File: src/rtl/branch_resolve_if.sv
// -----------------------------------------------------------------------------
// branch_resolve_if
// Groups the branch-op handshake from the execute stage and the resolve results
// sent back to fetch and the younger pipeline stages.
//   in_valid/in_ready          : branch-op handshake (transfer when both high)
//   cmp_flags[3:0]             : comparator flags {Lt,Gt,Eq,Ne}
//   cond[2:0]                  : condition code (NONE,BEQ,BNE,BLT,BGT,BLE,BGE,JMP)
//   pc, offset [PC_W-1:0]      : branch PC and signed offset
//   redirect_valid/redirect_pc : one-cycle fetch redirect and its target
//   flush                      : kill younger stages
//   flag_err                   : one-cycle pulse on inconsistent flags
//   taken_count[CNT_W-1:0]     : saturating taken-branch counter
// master = upstream/observer side, slave = branch_resolve_unit.
// -----------------------------------------------------------------------------
interface branch_resolve_if #(
  parameter int PC_W  = 8,
  parameter int CNT_W = 8
);
  logic             in_valid;
  logic             in_ready;
  logic [3:0]       cmp_flags;
  logic [2:0]       cond;
  logic [PC_W-1:0]  pc;
  logic [PC_W-1:0]  offset;
  logic             redirect_valid;
  logic [PC_W-1:0]  redirect_pc;
  logic             flush;
  logic             flag_err;
  logic [CNT_W-1:0] taken_count;

  modport master (
    output in_valid, cmp_flags, cond, pc, offset,
    input  in_ready, redirect_valid, redirect_pc, flush, flag_err, taken_count
  );

  modport slave (
    input  in_valid, cmp_flags, cond, pc, offset,
    output in_ready, redirect_valid, redirect_pc, flush, flag_err, taken_count
  );
endinterface

File: src/rtl/branch_resolve_unit.sv
// -----------------------------------------------------------------------------
// branch_resolve_unit
// Resolves a branch from the comparator flags and condition code. A taken branch
// produces a one-cycle redirect to fetch, then holds flush for FLUSH_CYCLES
// cycles. Inconsistent flags suppress the branch and pulse flag_err. A
// saturating counter tracks taken branches.
// Ports:
//   clk  : system clock, rising edge
//   rst  : synchronous, active-high reset
//   bus  : branch_resolve_if.slave (handshake, operands and resolve outputs)
// -----------------------------------------------------------------------------
module branch_resolve_unit #(
  parameter int PC_W         = 8,
  parameter int FLUSH_CYCLES = 2,   // 1..15
  parameter int CNT_W        = 8
) (
  input  logic              clk,
  input  logic              rst,
  branch_resolve_if.slave   bus
);

  typedef enum logic [1:0] {IDLE, RESOLVE, FLUSH} state_e;

  localparam logic [2:0] C_NONE = 3'd0;
  localparam logic [2:0] C_BEQ  = 3'd1;
  localparam logic [2:0] C_BNE  = 3'd2;
  localparam logic [2:0] C_BLT  = 3'd3;
  localparam logic [2:0] C_BGT  = 3'd4;
  localparam logic [2:0] C_BLE  = 3'd5;
  localparam logic [2:0] C_BGE  = 3'd6;
  localparam logic [2:0] C_JMP  = 3'd7;

  localparam logic [3:0] FLUSH_LAST = 4'(FLUSH_CYCLES - 1);

  state_e           state_q, state_d;
  logic [3:0]       flush_cnt_q, flush_cnt_d;
  logic             redirect_valid_q, redirect_valid_d;
  logic             flag_err_q, flag_err_d;
  logic [PC_W-1:0]  redirect_pc_q, redirect_pc_d;
  logic [CNT_W-1:0] taken_count_q, taken_count_d;

  logic lt, gt, eq, ne;
  logic flags_bad, cond_true, take, err, accept;

  assign {lt, gt, eq, ne} = bus.cmp_flags;
  assign accept = bus.in_valid && (state_q == IDLE);

  // Branch decision is made on the live operands at the transfer edge and
  // registered, so redirect/flag_err are clean flop outputs during RESOLVE.
  always_comb begin
    flags_bad = (eq == ne) || (lt && gt) || (eq && (lt || gt)) || (ne && !(lt || gt));
    unique case (bus.cond)
      C_NONE:  cond_true = 1'b0;
      C_BEQ:   cond_true = eq;
      C_BNE:   cond_true = ne;
      C_BLT:   cond_true = lt;
      C_BGT:   cond_true = gt;
      C_BLE:   cond_true = lt || eq;
      C_BGE:   cond_true = gt || eq;
      C_JMP:   cond_true = 1'b1;
      default: cond_true = 1'b0;
    endcase
    // JMP does not look at the flags, so it can neither fail nor report them.
    take = (bus.cond == C_JMP) ? 1'b1 : (cond_true && !flags_bad);
    err  = (bus.cond != C_JMP) && flags_bad;
  end

  always_comb begin
    // NOTE: every output of this block gets a default first; a path that skips
    // an assignment would otherwise infer a latch.
    state_d          = state_q;
    flush_cnt_d      = flush_cnt_q;
    redirect_valid_d = 1'b0;
    flag_err_d       = 1'b0;
    redirect_pc_d    = redirect_pc_q;
    taken_count_d    = taken_count_q;

    unique case (state_q)
      IDLE: begin
        if (accept) begin
          state_d          = RESOLVE;
          redirect_valid_d = take;
          flag_err_d       = err;
          if (take) begin
            // pc and offset share a width, so the two's-complement add is the
            // sign-extended sum already truncated to PC_W.
            redirect_pc_d = bus.pc + bus.offset;
            if (taken_count_q != '1) taken_count_d = taken_count_q + 1'b1;
          end
        end
      end
      RESOLVE: begin
        if (redirect_valid_q) begin
          state_d     = FLUSH;
          flush_cnt_d = FLUSH_LAST;
        end else begin
          state_d = IDLE;
        end
      end
      FLUSH: begin
        if (flush_cnt_q == 4'd0) state_d = IDLE;
        else                     flush_cnt_d = flush_cnt_q - 4'd1;
      end
      default: state_d = IDLE;
    endcase
  end

  always_ff @(posedge clk) begin
    // NOTE: state registers use non-blocking assignment so every flop samples
    // the pre-edge values regardless of statement order.
    if (rst) begin
      state_q          <= IDLE;
      flush_cnt_q      <= '0;
      redirect_valid_q <= 1'b0;
      flag_err_q       <= 1'b0;
      redirect_pc_q    <= '0;
      taken_count_q    <= '0;
    end else begin
      state_q          <= state_d;
      flush_cnt_q      <= flush_cnt_d;
      redirect_valid_q <= redirect_valid_d;
      flag_err_q       <= flag_err_d;
      redirect_pc_q    <= redirect_pc_d;
      taken_count_q    <= taken_count_d;
    end
  end

  assign bus.in_ready       = (state_q == IDLE);
  assign bus.flush          = (state_q == FLUSH);
  assign bus.redirect_valid = redirect_valid_q;
  assign bus.redirect_pc    = redirect_pc_q;
  assign bus.flag_err       = flag_err_q;
  assign bus.taken_count    = taken_count_q;

endmodule

File: src/flat_wrapper.sv
// flat-port wrapper written by rule: the top's interface ports become plain ports
module branch_resolve_unit_flat 
#(
  parameter int PC_W         = 8,
  parameter int FLUSH_CYCLES = 2,           
  parameter int CNT_W        = 8
)
  (clk, rst, bus_in_valid, bus_cmp_flags, bus_cond, bus_pc, bus_offset, bus_in_ready, bus_redirect_valid, bus_redirect_pc, bus_flush, bus_flag_err, bus_taken_count);
  branch_resolve_if #(.PC_W(PC_W), .CNT_W(CNT_W)) bus_i ();
  input  logic clk;
  input  logic rst;
  input wire logic [$bits(bus_i.in_valid)-1:0] bus_in_valid;
  input wire logic [$bits(bus_i.cmp_flags)-1:0] bus_cmp_flags;
  input wire logic [$bits(bus_i.cond)-1:0] bus_cond;
  input wire logic [$bits(bus_i.pc)-1:0] bus_pc;
  input wire logic [$bits(bus_i.offset)-1:0] bus_offset;
  output wire logic [$bits(bus_i.in_ready)-1:0] bus_in_ready;
  output wire logic [$bits(bus_i.redirect_valid)-1:0] bus_redirect_valid;
  output wire logic [$bits(bus_i.redirect_pc)-1:0] bus_redirect_pc;
  output wire logic [$bits(bus_i.flush)-1:0] bus_flush;
  output wire logic [$bits(bus_i.flag_err)-1:0] bus_flag_err;
  output wire logic [$bits(bus_i.taken_count)-1:0] bus_taken_count;
  assign bus_i.in_valid = bus_in_valid;
  assign bus_i.cmp_flags = bus_cmp_flags;
  assign bus_i.cond = bus_cond;
  assign bus_i.pc = bus_pc;
  assign bus_i.offset = bus_offset;
  assign bus_in_ready = bus_i.in_ready;
  assign bus_redirect_valid = bus_i.redirect_valid;
  assign bus_redirect_pc = bus_i.redirect_pc;
  assign bus_flush = bus_i.flush;
  assign bus_flag_err = bus_i.flag_err;
  assign bus_taken_count = bus_i.taken_count;
  branch_resolve_unit #(.PC_W(PC_W), .FLUSH_CYCLES(FLUSH_CYCLES), .CNT_W(CNT_W)) u_core (.clk(clk), .rst(rst), .bus(bus_i));
endmodule
File: config.mk
export PLATFORM = sky130hd
export DESIGN_NAME = branch_resolve_unit_flat
export DESIGN_NICKNAME = d
export VERILOG_FILES = /design/src/rtl/branch_resolve_if.sv /design/src/rtl/branch_resolve_unit.sv /design/src/flat_wrapper.sv
export SDC_FILE = /design/constraint.sdc
export NUM_CORES = 1
export LEC_CHECK = 0
export BUFFER_PORTS_ARGS = -buffer_cell sky130_fd_sc_hd__buf_4
export CORE_MARGIN = 1.5
export CORE_UTILIZATION = 45
export DETAILED_ROUTE_END_ITERATION = 7
export GPL_ROUTABILITY_DRIVEN = 0
export PLACE_DENSITY = 0.77
export SYNTH_ARGS = -nofsm -noshare
export SYNTH_HDL_FRONTEND = slang
export SYNTH_SLANG_ARGS = --single-unit
export TNS_END_PERCENT = 20
File: constraint.sdc
create_clock -name clk -period 5.6 [get_ports clk]
set_input_delay 0.84 -clock clk [delete_from_list [all_inputs] [get_ports clk]]
set_output_delay 0.84 -clock clk [all_outputs]
set_load 0.05 [all_outputs]
==> metrics, run 1 <==
Final HPWL DP 2350 um; FP Rows 20; H-tree depth 1; WL per Instance 11.8 um; Tcrit/Tclk final 0.457; leak pwr 0.806 nW; Net Sw Frac 0.274; Max Freq 391 MHz; crit path cell chain buf_4 > or3b_1 > a21oi_2 > a311oi_2 > nor3_4 > nand4_1 > mux2_1; nets 254; Post-Syn Area 1510 sq um; setup TNS 0 ns; Yosys top cell area share 0.319; Top Metal Used met4; post-synthesis sequential area ratio 0.319; CTS tree yes; Comb pwr share 0.239; multi-input logic area 951 sq um; Resize count post-CTS 0; syn_nets 208; drt total wl slightly above 3000 um; Initial Utilization 0.482; Crit Path Class in -> reg; n_diodes 0; via count between 1000 and 1500; final setup skew 0.0114 ns; DR iter-0 viols 66; post-synthesis average cell area 8.91 sq um; vias in the first global route 1189; largest net degree at the start of global routing 29; most common cell in the netlist dfxtp_1; CTS Buf Count 3; core area 3130 sq um; FF+latch area 480 sq um; crit-path max FO 19; biggest area consumer among synthesized cells dfxtp_1; clock network power share 0.316; Total Routing Usage GR 0.173; Min Hold Slack 0.482 ns; slowest cell delay on critical path around 0.70 ns; Synth area leaders dfxtp_1 (32%), ha_1 (10%), nor2_1 (5.2%), mux2i_1 (4.0%), a21oi_1 (3.7%); crit path launch type input pin; clock tree buffer depth 2; first-pass GRT wire length between 4000 and 5000 um; die area 3700 sq um; post-route antenna net violation count 0; initial antenna violation count 0; met2 WL 1520 um; Ports 46; ys async rst share 0; final hold vios 0; fraction of layout cells with a size suffix above 1 0.266; post-synthesis register bit count 24; CP arrival 2.79 ns; clk slew on worst S/H paths roughly 0.14 ns; critical path capture point type flip-flop; vias per cell around 5.3; Crit path required time 5.83 ns; cell chosen for the clock root clkbuf_4; # clock sinks 24; Synth Instances ~170; worst path bufs/invs 1; cell family with most CP delay simple AND/OR/NAND/NOR gates; Post-synth top flop dfxtp_1; wire length on met3 roughly 110 um; switching power 0.000109 W; post-route minimum period 2.56 ns; Slew headroom 0.469; Congestion Overflow GR 0; CP max-delay cell nor3_4; final worst slack 3.04 ns; FILL cells 291; Hold Path Class reg -> reg; Hold Buf Count CTS 0; die height 60.9 um; maximum VDD drop 0.149 mV; RSZ-0062 raised after global routing false; post-CTS setup buffer count 0; Post-synth EDFFs 0; Flop pwr share 0.445; Clock Latency Late Sink 0.32 ns; P&R area growth vs syn 28.1%; Worst Tran Pin Value roughly 0.79 ns; Place WS 2.68 ns; Pint roughly 0.00029 W; pwr dens around 210 nW/um^2; Port-buffer cells 45; Chip Width 60.9 um; warnings from Yosys 0; status finished clean; design area 1930 sq um; Final Max Slew Viols 0; Yosys cell types 46; max cap viols 0; WL met1 1380 um; # DRC 0; commonest cells in the netlist dfxtp_1 (24), nor2_1 (21), inv_1 (14), ha_1 (12), a21oi_1 (11); first-pass iteration count of the detailed router 4; Finish-stage setup viols 0; DP Area about 1900 sq um
## worst register-to-register path, stage by stage, from the launching register on
cell and delay (ns):
dfxtp_1 0.34, inv_1 0.10, ha_1 0.23, nand2_1 0.18, nor3_4 0.65, nand4_1 0.19
mux2_1 0.33
## cells in the final DEF (no fill, tap or decap), types with 2 or more instances in the layout
cell / count
nand2b_1: 3
o21a_1: 2
inv_1: 14
mux2_1: 3
a41oi_1: 2
a21oi_1: 11
a21o_1: 2
buf_4: 45
nor3_1: 4
nor2_1: 21
ha_1: 12
dfxtp_1: 24
nand3_1: 3
a211oi_1: 4
mux2i_1: 6
clkbuf_4: 3
a211oi_2: 2
nand3b_1: 2
nand4_1: 3
nor3b_1: 2
o211ai_1: 2
nor2b_1: 7
nand2_1: 3
a311oi_1: 2
xnor2_1: 6
and3_1: 3
o21ai_0: 4
## registers in the layout, summed over array words and instances, names as in the netlist
register and cells:
u_core.flush_cnt_q 4, u_core.bus.flag_err 1, u_core.bus.redirect_valid 1, u_core.state_q 2, u_core.bus.taken_count 8, u_core.bus.redirect_pc 8
## cell families (layout without fill, tap and decap cells)
kind of cell | Yosys count | after routing | synth area share
fa+ha+maj | 13 | 13 | 0.113
xor+xnor | 6 | 6 | 0.0349
compound gates | 39 | 39 | 0.194
buf+inv | 18 | 63 | 0.0498
flops | 24 | 24 | 0.319
mux | 9 | 9 | 0.0623
simple gates | 60 | 60 | 0.228
## layout make-up
cell class / count / share of cell area
clock buffers: 3 / 0.0117
clock inverters: 1 / 0.0156
inverters: 14 / 0.0272
multi-input cells: 127 / 0.493
flip-flops and latches: 24 / 0.249
well taps: 44 / 0.0285
repair buffers: 45 / 0.175
## metrics by stage
stage	util	cells	power (W)
finish	0.617	258	0.000399
global route	0.617	258	0.000420
CTS	0.617	258	0.000403
detailed placement	0.600	254	0.000278
global placement	0.600	254	0.000276
floorplan	-	169	0.000247
## power groups by stage
stage                     clock network (W)  registers (W)   logic, W
final                              0.000126       0.000178  0.0000954
after global routing               0.000136       0.000179   0.000105
after CTS                          0.000129       0.000178  0.0000964
after detailed placement                  0       0.000182  0.0000961
after global placement                    0       0.000182  0.0000941
after floorplan                           0       0.000192  0.0000546
## worst paths after layout
check / slack (ns) / cells past startpoint / end / start
setup / recovery: 3.04 / 7 / u_core.bus.taken_count[6]$_SDFFE_PP0P_ / bus_cmp_flags[2]
hold reg to reg: 0.48 / 2 / u_core.bus.redirect_pc[6]$_SDFFE_PP0P_ / u_core.bus.redirect_pc[6]$_SDFFE_PP0P_
hold / removal: 0.48 / 2 / u_core.bus.redirect_pc[6]$_SDFFE_PP0P_ / u_core.bus.redirect_pc[6]$_SDFFE_PP0P_
setup reg to reg: 3.51 / 6 / u_core.bus.taken_count[6]$_SDFFE_PP0P_ / u_core.state_q[1]$_SDFFE_PP0P_
## layer usage
layer / vias to the layer above / track usage
met2: 21 / 0.315
li1: 705 / -
met4: 0 / 0.0466
met3: 4 / 0.0405
met5: - / 0
met1: 639 / 0.202
Note: power is estimated with default switching activity, not from simulation.
==> run 2, diff against run 1 <==
Settings changed: PLACE_DENSITY 0.77 to 0.8.
Clock period 5.6 ns to 2.3 ns, I/O delays scaled along.
==> metrics, run 2 (synthesis results as in run 1) <==
crit-path max FO 13 (was 19); Slew headroom 0.683 (was 0.469); placed insts 256 (was 254); post-route minimum period 1.78 ns; Tcrit/Tclk final 0.775; crit path cell chain inv_1 > ha_1 > nand2_1 > nor3_4 > buf_4 > a21oi_1 > a311oi_1 (was buf_4 > or3b_1 > a21oi_2 > a311oi_2 > nor3_4 > nand4_1 > mux2_1); core area 3130 sq um (unchanged); # clock sinks 24 (unchanged); design area 1930 sq um (about the same); Clock Latency Late Sink 0.31 ns (was 0.32 ns); fraction of layout cells with a size suffix above 1 0.273 (was 0.266); status finished clean (unchanged); FILL cells 287 (was 291); Total Routing Usage GR 0.169 (was 0.173); RSZ-0062 raised after global routing false (unchanged); Resize count post-CTS 0 (unchanged); register-to-register setup slack 0.52 ns (was 3.51 ns); Initial Utilization 0.482 (unchanged); leak pwr 0.810 nW (was 0.806 nW); clock tree buffer depth 2 (unchanged); pwr dens 458 nW/um^2 (was 207 nW/um^2); worst path bufs/invs 2 (was 1); max cap viols 0 (unchanged); CTS Buf Count 3 (unchanged); cell family with most CP delay simple AND/OR/NAND/NOR gates (unchanged); post-route antenna net violation count 0 (unchanged); die height 60.9 um (unchanged); clk slew on worst S/H paths 0.12 ns (was 0.14 ns); vias per cell 5.24 (was 5.31); CP arrival 2.01 ns (was 2.79 ns); die area 3700 sq um (unchanged); Hold Buf Count CTS 0 (unchanged); critical path capture point type flip-flop (unchanged); Min Hold Slack 0.356 ns (was 0.482 ns); Final HPWL DP 2270 um (was 2350 um); Crit path depth 7 (unchanged); CTS tree yes (unchanged); H-tree depth 1 (unchanged); end of the critical path u_core.bus.taken_count[7]$_SDFFE_PP0P_ (was u_core.bus.taken_count[6]$_SDFFE_PP0P_); Reg-to-Reg End u_core.bus.taken_count[7]$_SDFFE_PP0P_ (was u_core.bus.taken_count[6]$_SDFFE_PP0P_); largest net degree at the start of global routing 29 (unchanged); Worst R2R Path Depth 7 (was 6); FP Rows 20 (unchanged); CP max-delay cell dfxtp_1 (was nor3_4); via count 1363 (was 1369); WL per Instance 11.3 um (was 11.8 um); P&R area growth vs syn 28.0% (was 28.1%); Worst Setup SP u_core.state_q[1]$_SDFFE_PP0P_ (was bus_cmp_flags[2]); initial antenna violation count 0 (unchanged); crit path launch type flip-flop (was input pin); Final Max Slew Viols 0 (unchanged); DR iter-0 viols 59 (was 66); Ports 46 (unchanged); Chip Width 60.9 um (unchanged); most common cell after layout, fill and taps aside buf_4 (unchanged); nets 256 (was 254); first-pass iteration count of the detailed router 4 (unchanged); Port-buffer cells 45 (unchanged); setup TNS 0 ns (unchanged); Finish-stage setup viols 0 (unchanged); Crit path required time 2.53 ns (was 5.83 ns); WHS Path Cells 3 (was 2); DP Area 1890 sq um (was 1880 sq um); final setup skew 0.00163 ns (was 0.0114 ns); Crit Path Class reg -> reg (was in -> reg); Congestion Overflow GR 0 (unchanged); vias in the first global route 1210 (was 1189); cell chosen for the clock root clkbuf_4 (unchanged); non-filler cells, final 260 (was 258); slowest cell delay on critical path 0.34 ns (was 0.70 ns); most frequent cells in the layout buf_4 (47), dfxtp_1 (24), nor2_1 (21), inv_1 (14), ha_1 (12) (was buf_4 (45), dfxtp_1 (24), nor2_1 (21), inv_1 (14), ha_1 (12)); Hold Path Class in -> reg (was reg -> reg); final hold vios 0 (unchanged); post-CTS setup buffer count 0 (unchanged); Worst Tran Pin Value 0.474 ns (was 0.794 ns); # DRC 0 (unchanged); maximum VDD drop 0.460 mV (was 0.149 mV); n_diodes 0 (unchanged); Max Freq 561 MHz; first-pass GRT wire length 4900 um (was 4920 um); drt total wl 2950 um (was 3040 um); worst reg2reg startpoint u_core.state_q[1]$_SDFFE_PP0P_ (unchanged)
==> run 2: changes by cell type in the layout (fill, tap and decap cells not counted), sizes merged <==
cell / before / now
bufinv: 1 / 0
clkbuf: 3 / 4
buf: 45 / 47
==> run 2: area by class of cell <==
type                            count  area [sq um]  area share
Sequential cell                    24           480       0.249
Tap cell                           44          55.1      0.0286
Inverter                           14          52.6      0.0273
Clock buffer                        4          36.3      0.0188
Multi-Input combinational cell    127           951       0.493
Timing Repair Buffer               47           353       0.183
==> run 2: stage by stage <==
step                      power [W]  utilization  worst slack (ns)
after floorplan            0.000601            -             0.193
after global routing       0.000934        0.616             0.346
after detailed placement   0.000675        0.605             0.212
final                      0.000883        0.616             0.517
after global placement     0.000673        0.605             0.252
after CTS                  0.000894        0.616             0.539
==> run 2: power by group <==
part / switching [W] / leakage [nW] / internal (W)
sequential: 0.00000695 / 0.194 / 0.000427
combinational: 0.000127 / 0.594 / 0.000105
clock: 0.000121 / 0.0210 / 0.0000967
total: 0.000255 / 0.810 / 0.000628
==> run 2: layer usage <==
layer	track usage	wire length [um]	vias to the layer above
met5	0	0	-
met4	0.0186	0	0
met3	0.0469	121	0
met2	0.278	1350	23
met1	0.230	1470	628
li1	-	-	712
==> run 2: tightest hold or removal path: stages <==
cell	delay (ns)
buf_4	0.12
a21oi_1	0.12
a211oi_1	0.05
==> run 2: worst min-delay path by stage <==
stage,startpoint,endpoint
6_report,bus_in_valid,u_core.state_q[0]$_SDFFE_PP0P_
5_1_grt,bus_in_valid,u_core.state_q[0]$_SDFFE_PP0P_
4_1_cts,bus_in_valid,u_core.state_q[0]$_SDFFE_PP0P_
3_5_place_dp,u_core.bus.redirect_pc[6]$_SDFFE_PP0P_,u_core.bus.redirect_pc[6]$_SDFFE_PP0P_
3_3_place_gp,u_core.bus.redirect_pc[6]$_SDFFE_PP0P_,u_core.bus.redirect_pc[6]$_SDFFE_PP0P_
2_1_floorplan,u_core.flush_cnt_q[2]$_SDFFE_PP0P_,u_core.flush_cnt_q[2]$_SDFFE_PP0P_
